## src/rtl/alu_muldiv_sequencer.sv

```systemverilog
// Iterative shift-add multiplier / restoring divider that owns the HI/LO registers.
// Optional signed operation is enabled with the MULDIV_SIGNED_EN macro (adds is_signed).
module alu_muldiv_sequencer #(
  parameter int unsigned WIDTH = 32
) (
  input  logic             clk,
  input  logic             reset,
  input  logic             start,
  input  logic [1:0]       op,
  input  logic [WIDTH-1:0] A,
  input  logic [WIDTH-1:0] B,
`ifdef MULDIV_SIGNED_EN
  input  logic             is_signed,
`endif
  output logic             busy,
  output logic             done,
  output logic [WIDTH-1:0] HI,
  output logic [WIDTH-1:0] LO,
  output logic             div_by_zero
);

  localparam int unsigned CntW = (WIDTH > 1) ? $clog2(WIDTH) : 1;

  typedef enum logic [1:0] {StIdle, StMul, StDiv, StDone} state_e;

  state_e            state_q, state_d;
  logic [WIDTH-1:0]  hi_q, hi_d, lo_q, lo_d;
  logic              dbz_q, dbz_d;
  logic [CntW-1:0]   cnt_q, cnt_d;
  // acc holds the product high half or the partial remainder; mpr holds the
  // multiplier/low product or dividend/quotient; mcd holds multiplicand or divisor.
  logic [WIDTH-1:0]  acc_q, acc_d, mpr_q, mpr_d, mcd_q, mcd_d;
  logic              nres_q, nres_d, nrem_q, nrem_d;

  logic              sgn, neg_a, neg_b, last;
  logic [WIDTH-1:0]  mag_a, mag_b;
  logic [WIDTH:0]    mul_sum;
  logic [2*WIDTH-1:0] prod_n;
  logic [WIDTH:0]    rem_sh;
  logic [WIDTH+1:0]  trial;
  logic              trial_neg;
  logic [WIDTH-1:0]  rem_n, quot_n;

`ifdef MULDIV_SIGNED_EN
  assign sgn = is_signed;
`else
  assign sgn = 1'b0;
`endif

  assign neg_a = sgn & A[WIDTH-1];
  assign neg_b = sgn & B[WIDTH-1];
  assign mag_a = neg_a ? -A : A;
  assign mag_b = neg_b ? -B : B;
  assign last  = (cnt_q == CntW'(WIDTH - 1));

  // Multiply step: add then shift {carry, acc, multiplier} right by one.
  assign mul_sum = {1'b0, acc_q} + (mpr_q[0] ? {1'b0, mcd_q} : '0);
  assign prod_n  = {mul_sum, mpr_q[WIDTH-1:1]};

  // Divide step: shift {rem, quot} left, trial subtract with an extra sign bit.
  assign rem_sh    = {acc_q, mpr_q[WIDTH-1]};
  assign trial     = {1'b0, rem_sh} - {2'b00, mcd_q};
  assign trial_neg = trial[WIDTH+1];
  assign rem_n     = trial_neg ? rem_sh[WIDTH-1:0] : trial[WIDTH-1:0];
  assign quot_n    = {mpr_q[WIDTH-2:0], ~trial_neg};

  always_comb begin
    state_d = state_q;
    hi_d    = hi_q;
    lo_d    = lo_q;
    dbz_d   = dbz_q;
    cnt_d   = cnt_q;
    acc_d   = acc_q;
    mpr_d   = mpr_q;
    mcd_d   = mcd_q;
    nres_d  = nres_q;
    nrem_d  = nrem_q;
    unique case (state_q)
      StIdle: begin
        if (start) begin
          unique case (op)
            2'b00: begin
              mcd_d   = mag_a;
              mpr_d   = mag_b;
              acc_d   = '0;
              cnt_d   = '0;
              dbz_d   = 1'b0;
              nres_d  = neg_a ^ neg_b;
              nrem_d  = 1'b0;
              state_d = StMul;
            end
            2'b01: begin
              if (B == '0) begin
                hi_d    = A;
                lo_d    = '1;
                dbz_d   = 1'b1;
                state_d = StDone;
              end else begin
                mcd_d   = mag_b;
                mpr_d   = mag_a;
                acc_d   = '0;
                cnt_d   = '0;
                dbz_d   = 1'b0;
                nres_d  = neg_a ^ neg_b;
                nrem_d  = neg_a;
                state_d = StDiv;
              end
            end
            2'b10: hi_d = A;
            2'b11: lo_d = A;
          endcase
        end
      end
      StMul: begin
        acc_d = prod_n[2*WIDTH-1:WIDTH];
        mpr_d = prod_n[WIDTH-1:0];
        cnt_d = cnt_q + 1'b1;
        if (last) begin
          {hi_d, lo_d} = nres_q ? -prod_n : prod_n;
          state_d      = StDone;
        end
      end
      StDiv: begin
        acc_d = rem_n;
        mpr_d = quot_n;
        cnt_d = cnt_q + 1'b1;
        if (last) begin
          hi_d    = nrem_q ? -rem_n : rem_n;
          lo_d    = nres_q ? -quot_n : quot_n;
          state_d = StDone;
        end
      end
      StDone: state_d = StIdle;
    endcase
  end

  always_ff @(posedge clk) begin
    if (reset) begin
      state_q <= StIdle;
      hi_q    <= '0;
      lo_q    <= '0;
      dbz_q   <= 1'b0;
      cnt_q   <= '0;
      acc_q   <= '0;
      mpr_q   <= '0;
      mcd_q   <= '0;
      nres_q  <= 1'b0;
      nrem_q  <= 1'b0;
    end else begin
      state_q <= state_d;
      hi_q    <= hi_d;
      lo_q    <= lo_d;
      dbz_q   <= dbz_d;
      cnt_q   <= cnt_d;
      acc_q   <= acc_d;
      mpr_q   <= mpr_d;
      mcd_q   <= mcd_d;
      nres_q  <= nres_d;
      nrem_q  <= nrem_d;
    end
  end

  assign busy        = (state_q == StMul) || (state_q == StDiv);
  assign done        = (state_q == StDone);
  assign HI          = hi_q;
  assign LO          = lo_q;
  assign div_by_zero = dbz_q;

endmodule

```

## config.mk

```make
export PLATFORM = sky130hd
export DESIGN_NAME = alu_muldiv_sequencer
export DESIGN_NICKNAME = d
export VERILOG_FILES = /design/src/rtl/alu_muldiv_sequencer.sv
export SDC_FILE = /design/constraint.sdc
export NUM_CORES = 1
export LEC_CHECK = 0
export CAP_MARGIN = 20
export CORE_ASPECT_RATIO = 0.5
export CORE_UTILIZATION = 57
export DETAILED_ROUTE_END_ITERATION = 7
export PLACE_DENSITY = 0.86
export SYNTH_ARGS = -nofsm -noshare
export SYNTH_HDL_FRONTEND = slang
export SYNTH_SLANG_ARGS = --single-unit
```

## constraint.sdc

```tcl
create_clock -name clk -period 9.5 [get_ports clk]
set_clock_uncertainty 0.2 [all_clocks]
set_input_delay 2.85 -clock clk [delete_from_list [all_inputs] [get_ports clk]]
set_output_delay 2.85 -clock clk [all_outputs]
set_load 0.005 [all_outputs]
```

**Word-level counts from Yosys, hierarchy flattened**

Index checks and enable logic that the tools add are counted.
W data, S select, Z words.

- Register bits after elaboration: 169
- Input port bits: 69

- Add/sub/neg operators: 6
- Equal/unequal tests: 17
- Multiplexer cells: 40
- Bitwise logic cells: 1
- Reduce and logical (&&, ||, !) cells: 15

Operators by type and width:

| cell | count |
|---|---|
| $mux W32 | 17 |
| $pmux W32 S3 | 4 |
| $pmux W32 S2 | 5 |
| $mux W64 | 1 |
| $neg A32 Y32 | 2 |
| $neg A64 Y64 | 1 |
| $sub A33 B32 Y34 | 1 |
| $add A32 B32 Y33 | 1 |
| $logic_not A32 Y1 | 1 |
| $pmux W5 S2 | 2 |
| $reduce_and A4 Y1 | 3 |
| $reduce_and A6 Y1 | 2 |
| $mux W5 | 2 |
| $ne A3 B1 Y1 const B | 3 |
| $eq A2 B2 Y1 const B | 4 |
| $ne A2 B2 Y1 const B | 4 |
| $ne A3 B3 Y1 const B | 2 |
| $pmux W2 S3 | 1 |
| $reduce_and A3 Y1 | 2 |
| $add A5 B1 Y5 const B | 1 |
| $eq A5 B5 Y1 const B | 1 |
| $eq A2 B1 Y1 const B | 2 |
| $logic_not A2 Y1 | 2 |
| $mux W2 | 2 |
| 9 further kinds | 13 |

**Depth between registers and ports, before layout**

- Depth after elaboration: 6
- Depth in mapped cells: 14
- Gate-level depth less buffers: 14

**Worst setup path before layout**

OpenSTA, ideal clock, no wires.

- Kind: input-to-reg
- Start: input B[29]
- End: register hi_q[12], in the netlist HI[12]
- Setup time: 0.088 ns
- Arrival: 4.518 ns
- Setup slack: 4.694 ns
- Cell stages on the path: 8
- Path through: nor4_1 -> nand4_1 -> nor2_1 -> nand2_1 -> a31oi_1 -> clkbuf_1 -> nor2_1 -> a311oi_2

- Word-level cells in the longest chain between the ends: 3

RTL lines:

| element | line | RTL |
|---|---|---|
| from (decl) | 11 | `input logic [WIDTH-1:0] B,` |
| $logic_not A32 Y1 | 93 | `if (B == '0) begin` |
| $ne A3 B3 Y1 (no line) | - |  |
| $reduce_and A6 Y1 (no line) | - |  |
| to (signal assigned) | 151 | `hi_q <= hi_d;` |
| to (decl) | 27 | `logic [WIDTH-1:0] hi_q, hi_d, lo_q, lo_d;` |

Every way passes these cells.
A chain may end at the register's enable or synchronous reset.

**Final worst setup path**

- Start: input B[23]
- End: register cnt_q[3]

- Word-level cells in the longest chain between the ends: 3

RTL lines:

| element | line | RTL |
|---|---|---|
| $logic_not A32 Y1 | 93 |  |
| $ne A3 B3 Y1 (no line) | - |  |
| $reduce_and A4 Y1 (no line) | - |  |
| to (signal assigned) | 154 | `cnt_q <= cnt_d;` |
| to (decl) | 29 | `logic [CntW-1:0] cnt_q, cnt_d;` |

Every way passes these cells.

==> reports/summary.txt <==
Status -> completed
Synth top area share -> 0.2844
Crit path launch type -> input pin
Final Total Pwr -> 4.729 mW
Drt initial violations -> 1,847
Cell Rows -> 36
Least-Margin Pin Slew -> 1.164 ns
Ys flop type -> dfxtp_1
Synth Register Bits -> 168
CTS clk-pin slew, worst paths -> 0.07 ns
P_leak -> 5.502 nW
Final Hold Vio Count -> 0
# clock sinks -> 168
EDFF count, synth -> 0
Antenna-violating nets left -> 0
Clk pwr share -> 0.148
Fin cells -> 1,922
CP endpoint kind -> flop
Vias in the first global route -> 11,640
Count leader, synth -> nand2_1
Largest family of logic cells by synthesized area -> compound AO/OA/AOI/OAI gates
Starting Density -> 0.5952
DR vias/cell -> 6.701
Setup TNS -> 0 ns
Synth Warn # -> 0
Max-cap violations -> 0
Die Span Y -> 103.8 µm
Critical Path RT -> 9.61 ns
Clock Latency Late Sink -> 0.44 ns
Die Wd -> 205.7 µm
Area of the core -> 0.01986 mm²
WL/cell -> 22.36 µm
Fmax achieved -> 0.1701 GHz
CTS HTree Levels -> 4
Hold buffers post-CTS -> 0
Cells after Synth -> 1,581
DP HPWL -> 31.23 mm
GRT Overall Usage -> 0.3937
Die area -> 0.02136 mm²
Via Count -> 12,880
Synth cell count leaders -> nand2_1 (265), dfxtp_1 (168), a21oi_1 (147), nor2_1 (134), clkbuf_1 (100)
Ant. Diodes -> 0
Fraction of layout cells with a size suffix above 1 -> 0.04831
Met2 WL post-DR -> 17.77 mm
Peak VDD IR -> 209.3 µV
Routability cong. -> 1.045
Routed WL -> 42.97 mm
Slew HR -> 0.2241
Pre-Repair DR Iteration Count -> 6
Post-synthesis compound-gate area fraction -> 0.2971
Placed insts -> 1,888
Quantity of I/O buffers inserted on ports -> 135
Adder-Cell Fraction of Synth Area -> 0.07852
RSZ-0062 raised after global routing -> false
Post-route minimum period -> 5.878 ns
CTS tree -> yes
Max Transition Viols Final -> 0
Final Net Count -> 1,786
Global-route wire length before repair -> 65.34 mm
Area contributors post-synth -> dfxtp_1 (28%), nand2_1 (8.4%), ha_1 (7.5%)
Cell Area, Synth -> 0.01182 mm²
Post-Synth Simple-Gate Area -> 0.2307
Post-synth top area cell -> dfxtp_1
Reg power frac -> 0.257
Met3 routed WL -> 5.881 mm
Cts repair resizes -> 0
Sw power -> 2.218 mW
Setup bufs post-CTS -> 0
DRC violations left -> 0
CTS Buf Count -> 17
Fill cells -> 1,700
Synthesized area per cell -> 7.479 µm²
Post-synthesis xor/xnor area fraction -> 0.03481
HP Class -> reg2reg
CP max FO -> 69
Sequential-to-total area share from yosys stat -> 0.2844
# IOs -> 136
Multi-input gate area -> 0.007839 mm²
Yosys cell types -> 77
Area grow syn2layout -> 17.43%
Multiplexer share of the synthesized area -> 0.01820
Worst Path Arrival -> 5.99 ns
Comb pwr share -> 0.595
Root Buffer -> clkbuf_16
Top Layer Used -> met4
Met1 wire length -> 18.61 mm
Initial antenna violation count -> 0
Switching share of power -> 0.4691
Int Power -> 2.511 mW
Post-synth net total -> 1,723
Largest net degree at the start of global routing -> 106
Fraction of the cycle the final worst path needs -> 0.6188
CTS Buffer Depth -> 2
Grt ovf -> 0
Critical path class -> in2reg
# setup viols final -> 0
PwrDens -> 340.6 mW/mm²
FFs w/ async S/R, synth -> 0
Storage cell area -> 0.003363 mm²
## logic make-up after synthesis
logic type / Yosys count
XOR/XNOR: 47
buffers and inverters: 172
AND/OR/NAND/NOR: 610
AO/OA/AOI/OAI: 490
adder cells (fa/ha/maj): 73
multiplexers: 21
flip-flops: 168
## final cells by class
cell class              instances  share of cell area
repair buffers                152              0.1107
clock buffers                  19             0.03190
multi-input cells            1241              0.5646
flip-flops and latches        168              0.2422
well taps                     266             0.02397
inverters                      64             0.01730
clock inverters                12            0.009372
## per-stage QoR
stage	hold slack, ns	instance area, µm²	util	setup WS [ns]
floorplan	0.2362	11820	-	4.694
global route	0.2713	13880	0.6990	3.354
finish	0.2548	13880	0.6990	3.622
global placement	0.2371	13230	0.6660	3.461
detailed placement	0.2426	13230	0.6660	3.390
CTS	0.2525	13800	0.6948	3.846
## per-layer routing
| metal | global-route usage | vias up |
|---|---|---|
| met5 | 0 | - |
| met4 | 0.08571 | 0 |
| met3 | 0.1152 | 85 |
| met2 | 0.5548 | 829 |
| met1 | 0.5821 | 6084 |
| li1 | - | 5881 |
## layout by cell type, fill, tap and decap left out, types with 35 or more instances in the layout
cell / instances
a211oi_1: 35
a21oi_1: 144
a311oi_1: 43
and2_1: 39
clkdlybuf4s50_1: 134
dfxtp_1: 168
ha_1: 71
inv_1: 62
nand2_1: 265
nand3_1: 85
nor2_1: 134
o211ai_1: 41
o21ai_0: 49
## path summary, 6_finish.rpt
check,startpoint,endpoint,slack [ns],cells past startpoint
max,B[23],cnt_q[3],3.62,12
max reg2reg,mpr_q[0],HI[23],4.62,15
min reg2reg,LO[7],LO[7],0.25,2
min,LO[7],LO[7],0.25,2
## worst max-delay path, cell delays in order
cell,delay [ns]
clkdlybuf4s50_1,0.47
nor4_1,0.60
nand4_1,0.21
nor2_1,0.35
nand2_1,0.20
nand2_1,0.16
a21oi_4,0.16
buf_4,0.42
nand2_1,0.27
nor3_1,0.07
a21oi_1,0.13
nor2_1,0.05
## state kept, by name, summed over array words and instances, names as in the netlist
signal	count
state_q	2
mpr_q	32
div_by_zero	1
mcd_q	32
LO	32
cnt_q	5
acc_q	32
HI	32
## power groups by stage
| stage | logic (mW) | registers, mW | clock network [mW] |
|---|---|---|---|
| after floorplan | 1.89 | 1.15 | 0 |
| after global placement | 2.61 | 1.22 | 0 |
| after detailed placement | 2.68 | 1.23 | 0 |
| after CTS | 2.70 | 1.21 | 0.698 |
| after global routing | 3.02 | 1.24 | 0.726 |
| final | 2.81 | 1.21 | 0.700 |
No activity file was read; power rests on OpenSTA's default activity.
